$ cat config.mk
export PLATFORM = sky130hd
export DESIGN_NAME = kgp_ctrl_fsm_flat
export DESIGN_NICKNAME = d
export VERILOG_FILES = /design/src/rtl/kgp_ctrl_if.sv /design/src/rtl/kgp_ctrl_fsm.sv /design/src/flat_wrapper.sv
export SDC_FILE = /design/constraint.sdc
export NUM_CORES = 1
export LEC_CHECK = 0
export CAP_MARGIN = 20
export CORE_MARGIN = 10
export CORE_UTILIZATION = 55
export CTS_BUF_LIST = sky130_fd_sc_hd__clkbuf_16
export DETAILED_ROUTE_END_ITERATION = 7
export PLACE_DENSITY = 0.95
export SLEW_MARGIN = 20
export SYNTH_ARGS = -nofsm -noshare
export SYNTH_HDL_FRONTEND = slang
export SYNTH_SLANG_ARGS = --single-unit
$ cat constraint.sdc
create_clock -name clk -period 3.9 [get_ports clk]
set_input_delay 0.975 -clock clk [delete_from_list [all_inputs] [get_ports clk]]
set_output_delay 0.975 -clock clk [all_outputs]
set_load 0.03 [all_outputs]
$ cat src/rtl/kgp_ctrl_if.sv
// Handshake and control bundle between the KGP-RISC control sequencer and the
// decoder/datapath/memory side.
interface kgp_ctrl_if;
    logic        start;
    logic [5:0]  opcode;
    logic        branch_taken;
    logic        imem_ready;
    logic        dmem_ready;
    logic        imem_req;
    logic        ir_load;
    logic        alu_en;
    logic        dmem_rd;
    logic        dmem_wr;
    logic        reg_wr;
    logic        wb_sel;
    logic        pc_load;
    logic [1:0]  pc_sel;
    logic        halted;
    logic        fault;
    logic [31:0] instr_count;

    modport master (
        output start, opcode, branch_taken, imem_ready, dmem_ready,
        input  imem_req, ir_load, alu_en, dmem_rd, dmem_wr, reg_wr, wb_sel,
               pc_load, pc_sel, halted, fault, instr_count
    );

    modport slave (
        input  start, opcode, branch_taken, imem_ready, dmem_ready,
        output imem_req, ir_load, alu_en, dmem_rd, dmem_wr, reg_wr, wb_sel,
               pc_load, pc_sel, halted, fault, instr_count
    );
endinterface

$ cat src/rtl/kgp_ctrl_fsm.sv
// Multi-cycle fetch/decode/execute/memory/write-back sequencer for KGP-RISC.
// Outputs are registered from the next state so they track the state exactly.
module kgp_ctrl_fsm #(
    parameter logic [5:0] HALT_OPCODE = 6'b111111,
    parameter int         MEM_TIMEOUT = 16
) (
    input  logic       clk,
    input  logic       rst,
    kgp_ctrl_if.slave  io_ctl
);
    localparam int WCW = $clog2(MEM_TIMEOUT + 1);

    typedef enum logic [2:0] {
        S_IDLE, S_FETCH, S_DECODE, S_EXEC, S_MEM, S_WB, S_HALT, S_ERROR
    } state_t;

    state_t          r_state;
    state_t          w_state_next;
    logic [5:0]      r_op;
    logic            r_br;
    logic [WCW-1:0]  r_wait;
    logic [31:0]     r_count;

    logic            r_imem_req;
    logic            r_alu_en;
    logic            r_dmem_rd;
    logic            r_dmem_wr;
    logic            r_reg_wr;
    logic            r_wb_sel;
    logic            r_pc_load;
    logic [1:0]      r_pc_sel;
    logic            r_halted;
    logic            r_fault;

    logic w_is_lw, w_is_sw, w_is_addi, w_is_comi, w_is_br, w_is_jmp, w_is_halt, w_is_rtype;
    logic w_br_next;
    logic w_wait_hit;

    assign w_is_lw    = (r_op == 6'b001110);
    assign w_is_sw    = (r_op == 6'b001111);
    assign w_is_addi  = (r_op == 6'b010000);
    assign w_is_comi  = (r_op == 6'b010001);
    assign w_is_br    = (r_op[5:2] == 4'b0110);
    assign w_is_jmp   = (r_op == 6'b011100);
    assign w_is_halt  = (r_op == HALT_OPCODE);
    assign w_is_rtype = !(w_is_lw || w_is_sw || w_is_addi || w_is_comi ||
                          w_is_br || w_is_jmp || w_is_halt);

    // WB outputs are registered on the EXEC->WB edge, before br_q has loaded.
    assign w_br_next  = (r_state == S_EXEC) ? io_ctl.branch_taken : r_br;
    assign w_wait_hit = (int'(r_wait) + 1) >= MEM_TIMEOUT;

    always_comb begin
        w_state_next = r_state;
        case (r_state)
            S_IDLE:   if (io_ctl.start) w_state_next = S_FETCH;
            S_FETCH:  if (io_ctl.imem_ready) w_state_next = S_DECODE;
            S_DECODE: w_state_next = (io_ctl.opcode == HALT_OPCODE) ? S_HALT : S_EXEC;
            S_EXEC:   w_state_next = (w_is_lw || w_is_sw) ? S_MEM : S_WB;
            S_MEM: begin
                if (io_ctl.dmem_ready)  w_state_next = S_WB;
                else if (w_wait_hit)    w_state_next = S_ERROR;
            end
            S_WB:     w_state_next = S_FETCH;
            S_HALT:   w_state_next = S_HALT;
            S_ERROR:  w_state_next = S_ERROR;
            default:  w_state_next = S_IDLE;
        endcase
    end

    always_ff @(posedge clk or posedge rst) begin
        if (rst) begin
            r_state    <= S_IDLE;
            r_op       <= '0;
            r_br       <= 1'b0;
            r_wait     <= '0;
            r_count    <= '0;
            r_imem_req <= 1'b0;
            r_alu_en   <= 1'b0;
            r_dmem_rd  <= 1'b0;
            r_dmem_wr  <= 1'b0;
            r_reg_wr   <= 1'b0;
            r_wb_sel   <= 1'b0;
            r_pc_load  <= 1'b0;
            r_pc_sel   <= 2'b00;
            r_halted   <= 1'b0;
            r_fault    <= 1'b0;
        end else begin
            r_state <= w_state_next;
            if (r_state == S_DECODE) r_op <= io_ctl.opcode;
            if (r_state == S_EXEC)   r_br <= io_ctl.branch_taken;
            if (r_state != S_MEM)
                r_wait <= '0;
            else if (!io_ctl.dmem_ready)
                r_wait <= r_wait + 1'b1;
            if (r_state == S_WB) r_count <= r_count + 32'd1;

            r_imem_req <= (w_state_next == S_FETCH);
            r_alu_en   <= (w_state_next == S_EXEC);
            r_dmem_rd  <= (w_state_next == S_MEM) && w_is_lw;
            r_dmem_wr  <= (w_state_next == S_MEM) && w_is_sw;
            r_reg_wr   <= (w_state_next == S_WB) && (w_is_rtype || w_is_addi || w_is_lw);
            r_wb_sel   <= (w_state_next == S_WB) && w_is_lw;
            r_pc_load  <= (w_state_next == S_WB);
            if (w_state_next != S_WB)      r_pc_sel <= 2'b00;
            else if (w_is_jmp)             r_pc_sel <= 2'b10;
            else if (w_is_br && w_br_next) r_pc_sel <= 2'b01;
            else                           r_pc_sel <= 2'b00;
            r_halted   <= (w_state_next == S_HALT);
            r_fault    <= (w_state_next == S_ERROR);
        end
    end

    // ir_load follows imem_ready in the same FETCH cycle so no extra cycle is lost.
    assign io_ctl.ir_load     = r_imem_req && io_ctl.imem_ready;
    assign io_ctl.imem_req    = r_imem_req;
    assign io_ctl.alu_en      = r_alu_en;
    assign io_ctl.dmem_rd     = r_dmem_rd;
    assign io_ctl.dmem_wr     = r_dmem_wr;
    assign io_ctl.reg_wr      = r_reg_wr;
    assign io_ctl.wb_sel      = r_wb_sel;
    assign io_ctl.pc_load     = r_pc_load;
    assign io_ctl.pc_sel      = r_pc_sel;
    assign io_ctl.halted      = r_halted;
    assign io_ctl.fault       = r_fault;
    assign io_ctl.instr_count = r_count;
endmodule

$ cat src/flat_wrapper.sv
// flat-port wrapper written by rule: the top's interface ports become plain ports
module kgp_ctrl_fsm_flat 
#(
    parameter logic [5:0] HALT_OPCODE = 6'b111111,
    parameter int         MEM_TIMEOUT = 16
)
  (clk, rst, io_ctl_start, io_ctl_opcode, io_ctl_branch_taken, io_ctl_imem_ready, io_ctl_dmem_ready, io_ctl_imem_req, io_ctl_ir_load, io_ctl_alu_en, io_ctl_dmem_rd, io_ctl_dmem_wr, io_ctl_reg_wr, io_ctl_wb_sel, io_ctl_pc_load, io_ctl_pc_sel, io_ctl_halted, io_ctl_fault, io_ctl_instr_count);
  kgp_ctrl_if io_ctl_i ();
  input  logic clk;
  input  logic rst;
  input wire logic [$bits(io_ctl_i.start)-1:0] io_ctl_start;
  input wire logic [$bits(io_ctl_i.opcode)-1:0] io_ctl_opcode;
  input wire logic [$bits(io_ctl_i.branch_taken)-1:0] io_ctl_branch_taken;
  input wire logic [$bits(io_ctl_i.imem_ready)-1:0] io_ctl_imem_ready;
  input wire logic [$bits(io_ctl_i.dmem_ready)-1:0] io_ctl_dmem_ready;
  output wire logic [$bits(io_ctl_i.imem_req)-1:0] io_ctl_imem_req;
  output wire logic [$bits(io_ctl_i.ir_load)-1:0] io_ctl_ir_load;
  output wire logic [$bits(io_ctl_i.alu_en)-1:0] io_ctl_alu_en;
  output wire logic [$bits(io_ctl_i.dmem_rd)-1:0] io_ctl_dmem_rd;
  output wire logic [$bits(io_ctl_i.dmem_wr)-1:0] io_ctl_dmem_wr;
  output wire logic [$bits(io_ctl_i.reg_wr)-1:0] io_ctl_reg_wr;
  output wire logic [$bits(io_ctl_i.wb_sel)-1:0] io_ctl_wb_sel;
  output wire logic [$bits(io_ctl_i.pc_load)-1:0] io_ctl_pc_load;
  output wire logic [$bits(io_ctl_i.pc_sel)-1:0] io_ctl_pc_sel;
  output wire logic [$bits(io_ctl_i.halted)-1:0] io_ctl_halted;
  output wire logic [$bits(io_ctl_i.fault)-1:0] io_ctl_fault;
  output wire logic [$bits(io_ctl_i.instr_count)-1:0] io_ctl_instr_count;
  assign io_ctl_i.start = io_ctl_start;
  assign io_ctl_i.opcode = io_ctl_opcode;
  assign io_ctl_i.branch_taken = io_ctl_branch_taken;
  assign io_ctl_i.imem_ready = io_ctl_imem_ready;
  assign io_ctl_i.dmem_ready = io_ctl_dmem_ready;
  assign io_ctl_imem_req = io_ctl_i.imem_req;
  assign io_ctl_ir_load = io_ctl_i.ir_load;
  assign io_ctl_alu_en = io_ctl_i.alu_en;
  assign io_ctl_dmem_rd = io_ctl_i.dmem_rd;
  assign io_ctl_dmem_wr = io_ctl_i.dmem_wr;
  assign io_ctl_reg_wr = io_ctl_i.reg_wr;
  assign io_ctl_wb_sel = io_ctl_i.wb_sel;
  assign io_ctl_pc_load = io_ctl_i.pc_load;
  assign io_ctl_pc_sel = io_ctl_i.pc_sel;
  assign io_ctl_halted = io_ctl_i.halted;
  assign io_ctl_fault = io_ctl_i.fault;
  assign io_ctl_instr_count = io_ctl_i.instr_count;
  kgp_ctrl_fsm #(.HALT_OPCODE(HALT_OPCODE), .MEM_TIMEOUT(MEM_TIMEOUT)) u_core (.clk(clk), .rst(rst), .io_ctl(io_ctl_i));
endmodule
Yosys cells after proc, flatten, opt, wreduce, memory -nomap -nowiden
Cells that the tools add are included.

Register bits after elaboration: 58. Input bits: 12. Output and inout port bits: 44. Logic and storage cells: 72.

Add/sub/neg operators: 3. Order comparisons: 1. Eq/ne operators: 24. Mux-type cells: 13. Reductions and logical operators: 16.

Operators by type and width (count): 32-bit by 1-bit adder with 32-bit output (second input constant) (1); 32-bit by 6-bit >= comparator with 1-bit output (second input constant) (1); 3-bit == test (second input constant) (8); 3-bit case mux with 8 select lines (1); 6-bit by 5-bit == test with 1-bit output (second input constant) (3); 3-bit two-way mux (5); 6-bit by 4-bit == test with 1-bit output (second input constant) (2); 6-bit == test (second input constant) (2); 5-bit two-way mux (2); 3-bit by 2-bit == test with 1-bit output (second input constant) (3); 1-bit logical OR (8); 5-bit by 1-bit adder with 6-bit output (second input constant) (1); 3-bit by 1-bit == test with 1-bit output (second input constant) (2); 1-bit logical AND (6); 3-bit != test (second input constant) (2); 5-bit by 1-bit adder with 5-bit output (second input constant) (1); 4-bit by 3-bit == test with 1-bit output (second input constant) (1); 2-bit two-way mux (2); 3-bit logical NOT (1); 1-bit two-way mux (3); 2-bit by 1-bit != test with 1-bit output (second input constant) (1); 1-bit logical NOT (1).

Logic depth before layout (Yosys ltp)
Gate-level depths: netlist of run 1.

Word-level depth: 11. Mapped depth: 8. Depth with buffers taken out: 7.

Least setup slack after synthesis of run 1
Ideal clock, no wire load.

Path kind: input -> output. Start: in io_ctl_imem_ready. End: out io_ctl_ir_load. Arrival: 1.251 ns. Required time: 2.925 ns. Setup slack: 1.674 ns. Stages on the path: 1. Buffers on the path: 0. Path through: and2_1.

Longest elaborated chain between the ends: 1.

Ends and longest elaborated chain: from (decl) (line flat_wrapper.sv:14) `input wire logic [$bits(io_ctl_i.imem_ready)-1:0] io_ctl_imem_ready;`; 1-bit logical AND (line kgp_ctrl_fsm.sv:115) `assign io_ctl.ir_load = r_imem_req && io_ctl.imem_ready;`; to (decl) (line flat_wrapper.sv:17) `output wire logic [$bits(io_ctl_i.ir_load)-1:0] io_ctl_ir_load;`.

Every way passes these cells.

Final worst setup path of run 1
Same ends and word-level chain as after synthesis.

==> results of run 1 <==
-- layer usage --
layer / track usage, % / share of wire [%] / vias to the layer above
met2: 25.61 / 52 / 67
met3: 6.899 / 7.0 / 7
met1: 15.71 / 40 / 964
li1: - / - / 937
met4: 4.447 / 1.0 / 0
met5: 0 / 0 / -
-- cell type report --
class	count	area, um^2	share of cell area [%]
clock buffer	9	225.2	6.356
clock inverter	6	25.02	0.7062
inverter	9	33.78	0.9534
multi-input combinational	159	1159	32.70
sequential	58	1451	40.96
tap	67	83.83	2.366
timing repair buffer	57	565.5	15.96
-- synth_stat cells, types with 2 or more instances --
cell	instances	area, um^2
xor2_1	13	113.9
mux2i_1	2	20.02
xnor2_1	22	192.7
nor3_2	2	20.02
nand2b_1	4	25.02
nand3_1	8	40.04
nor3_1	3	15.01
dfrtp_1	58	1451
nand4_1	10	62.56
inv_1	8	30.03
nor4_1	3	18.77
a21oi_1	2	10.01
nand2_1	21	78.83
ha_1	2	25.02
nor2b_1	2	12.51
and3_1	7	43.79
o21ai_0	4	20.02
nor2_1	20	75.07
a21boi_0	2	15.01
and4_1	4	35.03
mux2_2	6	67.56
buf_4	2	15.01
-- critical path, stage by stage --
cell,delay [ps]
clkdlybuf4s50_1,470
and2_1,120
clkdlybuf4s50_1,670
-- power by group --
part / internal, W / switching [W]
registers: 0.000704 / 0.000133
logic: 0.000269 / 0.000344
clock network: 0.000412 / 0.000242
total: 0.00139 / 0.000719
-- metrics by stage --
stage	area, um^2	hold slack, ps	std cells	total power (W)	setup slack [ps]
final	3543	469.7	365	0.002104	689.7
after global routing	3543	482.9	365	0.002206	655.0
after CTS	3543	470.8	365	0.002117	679.0
after detailed placement	3293	460.5	350	0.001445	684.9
after global placement	3293	455.6	350	0.001427	697.3
after floorplan	2679	471.3	231	0.001278	1497
-- worst min path at each step --
stage,start,to,slack [ps],cells after the start
after CTS,u_core.io_ctl.instr_count[31]$_DFFE_PP0P_,u_core.io_ctl.instr_count[31]$_DFFE_PP0P_,470,1
final,u_core.io_ctl.instr_count[31]$_DFFE_PP0P_,u_core.io_ctl.instr_count[31]$_DFFE_PP0P_,470,1
after global placement,u_core.io_ctl.instr_count[31]$_DFFE_PP0P_,u_core.io_ctl.instr_count[31]$_DFFE_PP0P_,460,1
after floorplan,u_core.r_br$_DFF_PP0_,u_core.r_br$_DFF_PP0_,470,1
after detailed placement,u_core.io_ctl.instr_count[31]$_DFFE_PP0P_,u_core.io_ctl.instr_count[31]$_DFFE_PP0P_,460,1
after global routing,u_core.io_ctl.instr_count[31]$_DFFE_PP0P_,u_core.io_ctl.instr_count[31]$_DFFE_PP0P_,480,1
-- cell families after synthesis --
family / after synthesis / share of synthesized area [%]
buffers and inverters: 14 / 2.568
multiplexers: 8 / 3.269
flip-flops: 58 / 54.18
XOR/XNOR: 35 / 11.44
AO/OA/AOI/OAI: 14 / 4.157
adder cells (fa/ha/maj): 2 / 0.9340
AND/OR/NAND/NOR: 100 / 23.45
-- flip-flops by register name, summed over array words and instances, names as in the netlist, 2 cells and up --
| signal | cells |
|---|---|
| u_core.r_state | 3 |
| u_core.r_op | 6 |
| u_core.io_ctl.pc_sel | 2 |
| u_core.r_wait | 5 |
| u_core.io_ctl.instr_count | 32 |
==> impl_metrics.ini, run 1 <==
[outcome]
status = completed

[floorplan]
initial_core_util_pct = 56.72
core_area_mm2 = 0.004723
die-area_mm2 = 0.008062
die_x_um = 89.79
die_h_um = 89.79
placementRows = 25
io_pins = 56

[final_layout]
layout_commonest_cell = dfrtp_1
syn2layout_area_growth_pct = 32.27
final_cell_mix = 58 x dfrtp_1, 55 x clkdlybuf4s50_1, 22 x xnor2_1
nFillCells = 294
drive_above_1_share_pct = 11.74
final_util_pct = 75.02
fin_nets = 308
num_antenna_cells = 0

[clocking]
clock_sinks = 58
clk_latency_ps = 320
postCtsSetupRepairBufs = 0
cts-resized-gates = 0
cts_buffers = 9
clk_transition_reported_paths_ps = 50
root_buffer = clkbuf_16
max-clock-path-buffers = 2
cts_tree = done
holdBufCountCts = 0
htreeDepth = 3

[timing]
fmax_mhz = 311.5
slew_headroom_pct = 57.20
final.min_clock_period_ps = 3210
period_share_pct = 82.31
fin_setup_tns_ps = 0
clock_skew_ps = 5.360
hold_violations = 0
tightestPinTransition_ps = 641.0
rsz0062_at_grt = no
setup_violations = 0
maxSlewViolCount = 0

[logic_synthesis]
syn_area_mm2 = 0.002679
synth_edf_count = 0
syn_nets = 245
ys_ff_latch = 58
synth_cell_types = 48
synth-async-reset-ratio_pct = 100.0
synthFlopType = dfrtp_1
ys_warn_count = 0
syn-mean-instance-area_um2 = 11.60
syn_inst = 231
yosysSeqAreaShare_pct = 54.18

[critical_path]
critPathKind = input pin to output pin
crit_path_end_kind = output pin
arrival_ps = 2240
rr_worst_depth = 7
cp_max_fo = 2
startpoint = io_ctl_imem_ready
endpoint = io_ctl_ir_load
critPathLaunchType = input pin
reg2reg_from = u_core.r_wait[0]$_DFFE_PP0P_
cp.required_ps = 2920
r2r_slack_ps = 1910
r2r_end = u_core.io_ctl.dmem_wr$_DFF_PP0_

[drt]
via_per_inst = 5.411
dr_total_vias = 1975
drtIter0Drc = 103
ant_nets = 0
finalWirelength_um = 5906
drc = 0
first_pass_iters = 4
wl_per_cell_um = 16.18

[grt]
track_usage_pct = 14.83
grt_pass1_wl_um = 9853
grt_pass1_vias = 2088
overflow = 0
antenna_found_initial = 0
grt_max_degree = 33

[pwr]
p_leak_nw = 1.572
irDropWorstVdd_mv = 0.5276
cellPowerDensity_mw_per_mm2 = 593.8

[place]
hpwl_um = 4110
io_buffers = 55
gp_congestion = 0.8244

[run]
maxCapViolations = 0

[hold_path]
hp-class = flop to flop
(Power assumes the default switching activity.)
==> run 2, diff against run 1 <==
Settings changed: CORE_UTILIZATION 55 to 46, PLACE_DENSITY 0.95 to 0.88.
Clock period 3.9 ns to 2.6 ns, I/O delays scaled along.
==> run 2 against run 1 <==
Via count down 1.6%. Clock-buffer cell count is the same. Cell area rose by 2.2%. Setup slack got worse by 240 ps. Register-to-register slack got worse by 1200 ps. Clock power rose by 86%. Sequential cell count stayed put. Sequential power rose by 51%. Critical path depth down 2. Core utilization down 10 points. Die area is 15% higher. Sequential share of layout area down 0.86 points. Critical endpoint is now io_ctl_instr_count[15]. Largest power group unchanged.
==> impl_metrics.ini, run 2 (synthesis gave the netlist of run 1 again) <==
[pwr]
cellPowerDensity_mw_per_mm2 = 938.5
internal_power_w = 0.002301
power.share.clock_pct = 35.9
power_switching_w = 0.001096
p_sw_share_pct = 32.26
irDropWorstVdd_mv = 0.6813
pwr-share-seq_pct = 37.0
share_comb_of_total_power_pct = 27.1
p_leak_nw = 1.608

[grt]
overflow = 0
globalRouteMet1Util_pct = 14.78
grt_busiest_layer = met2
antenna_found_initial = 0
grt_max_degree = 32
track_usage_pct = 13.00
grt_pass1_wl_um = 9356
met3_usage_pct = 4.047
met2_usage_pct = 21.30
grt_pass1_vias = 1943

[floorplan]
placementRows = 27
die_x_um = 96.31
initial_core_util_pct = 48.06
die-area_mm2 = 0.009276
io_pins = 56
die_h_um = 96.31
core_area_mm2 = 0.005574

[drt]
via_per_inst = 5.240
drc = 0
first_pass_iters = 4
finalWirelength_um = 5699
dr_total_vias = 1944
wl_per_cell_um = 15.36
drtIter0Drc = 63
ant_nets = 0

[timing]
rsz0062_at_grt = no
fin_setup_tns_ps = 0
maxSlewViolCount = 0
slew_headroom_pct = 60.66
setup_violations = 0
period_share_pct = 82.60
tightestPinTransition_ps = 589.2
clock_skew_ps = 6.462
fmax_mhz = 465.6
hold_violations = 0
final.min_clock_period_ps = 2148

[clocking]
root_buffer = clkbuf_16
clk_transition_reported_paths_ps = 50
clock_sinks = 58
cts-resized-gates = 0
cts_tree = done
postCtsSetupRepairBufs = 0
clk_latency_ps = 320
max-clock-path-buffers = 2
htreeDepth = 3
cts_buffers = 9
holdBufCountCts = 0

[critical_path]
path_delay_family = buffers and inverters
cp_max_fo = 6
crit_path_end_kind = output pin
cpPeakStageDelay_ps = 720
critPathLaunchType = flop
critPathBufInv = 1
arrival_ps = 1500
cp.required_ps = 1950
critPathKind = flop to output pin
slowest_stage = clkdlybuf4s50_1
crit_path_cell_trace = clkdlybuf4s50_1

[final_layout]
final_cell_mix = 58 x dfrtp_1, 54 x clkdlybuf4s50_1, 22 x xnor2_1
nFillCells = 441
largest_register_ffs = 32
fin_nets = 308
area.sequential_mm2 = 0.001451
final_util_pct = 64.94
multi_input_area_mm2 = 0.001159
layout_commonest_cell = dfrtp_1
syn2layout_area_growth_pct = 35.12
drive_above_1_share_pct = 13.04
num_antenna_cells = 0

[place]
gp_congestion = 0.8291
hpwl_um = 4272
io_buffers = 55

[outcome]
status = completed

[hold_path]
hp-class = flop to flop

[run]
maxCapViolations = 0
[run 2: area by class of cell]
class	instances	area share, %
clock buffer	9	6.222
multi-input combinational	159	32.01
timing repair buffer	57	15.90
inverter	9	0.9333
tap	72	2.489
clock inverter	7	2.351
sequential	58	40.10
[run 2: worst paths after layout]
| path | startpoint | end | slack, ps | cells after the start |
|---|---|---|---|---|
| hold reg to reg | u_core.io_ctl.instr_count[31]$_DFFE_PP0P_ | u_core.io_ctl.instr_count[31]$_DFFE_PP0P_ | 470 | 1 |
| max in group asynchronous | rst | u_core.io_ctl.instr_count[2]$_DFFE_PP0P_ | 1320 | 3 |
| min in group asynchronous | rst | u_core.io_ctl.instr_count[27]$_DFFE_PP0P_ | 710 | 2 |
| setup / recovery | u_core.io_ctl.instr_count[15]$_DFFE_PP0P_ | io_ctl_instr_count[15] | 450 | 1 |
| hold / removal | u_core.io_ctl.instr_count[31]$_DFFE_PP0P_ | u_core.io_ctl.instr_count[31]$_DFFE_PP0P_ | 470 | 1 |
| setup reg to reg | u_core.r_wait[0]$_DFFE_PP0P_ | u_core.io_ctl.reg_wr$_DFF_PP0_ | 670 | 7 |
[run 2: power by group through the flow]
stage / registers, W / logic [W] / clock network (W)
after floorplan: 0.00133 / 0.000590 / 0
after global placement: 0.00126 / 0.000905 / 0
after detailed placement: 0.00127 / 0.000926 / 0
after CTS: 0.00125 / 0.000931 / 0.00124
after global routing: 0.00128 / 0.000995 / 0.00129
final: 0.00126 / 0.000920 / 0.00122
[run 2: metal layers]
metal / up-vias / wire length [um]
met5: - / 0
met4: 0 / 122
met3: 10 / 414
met2: 52 / 2837
met1: 955 / 2325
li1: 927 / -
[run 2: per-stage QoR]
step / hold WS (ps) / total power (W) / worst slack [ps] / instances / cell area, um^2
2_1_floorplan: 471.3 / 0.001917 / 522.0 / 231 / 2679
3_3_place_gp: 457.4 / 0.002164 / 333.7 / 355 / 3309
3_5_place_dp: 464.9 / 0.002194 / 283.7 / 355 / 3309
4_1_cts: 475.2 / 0.003423 / 434.0 / 371 / 3620
5_1_grt: 502.4 / 0.003568 / 417.7 / 371 / 3620
6_report: 470.2 / 0.003397 / 452.4 / 371 / 3620
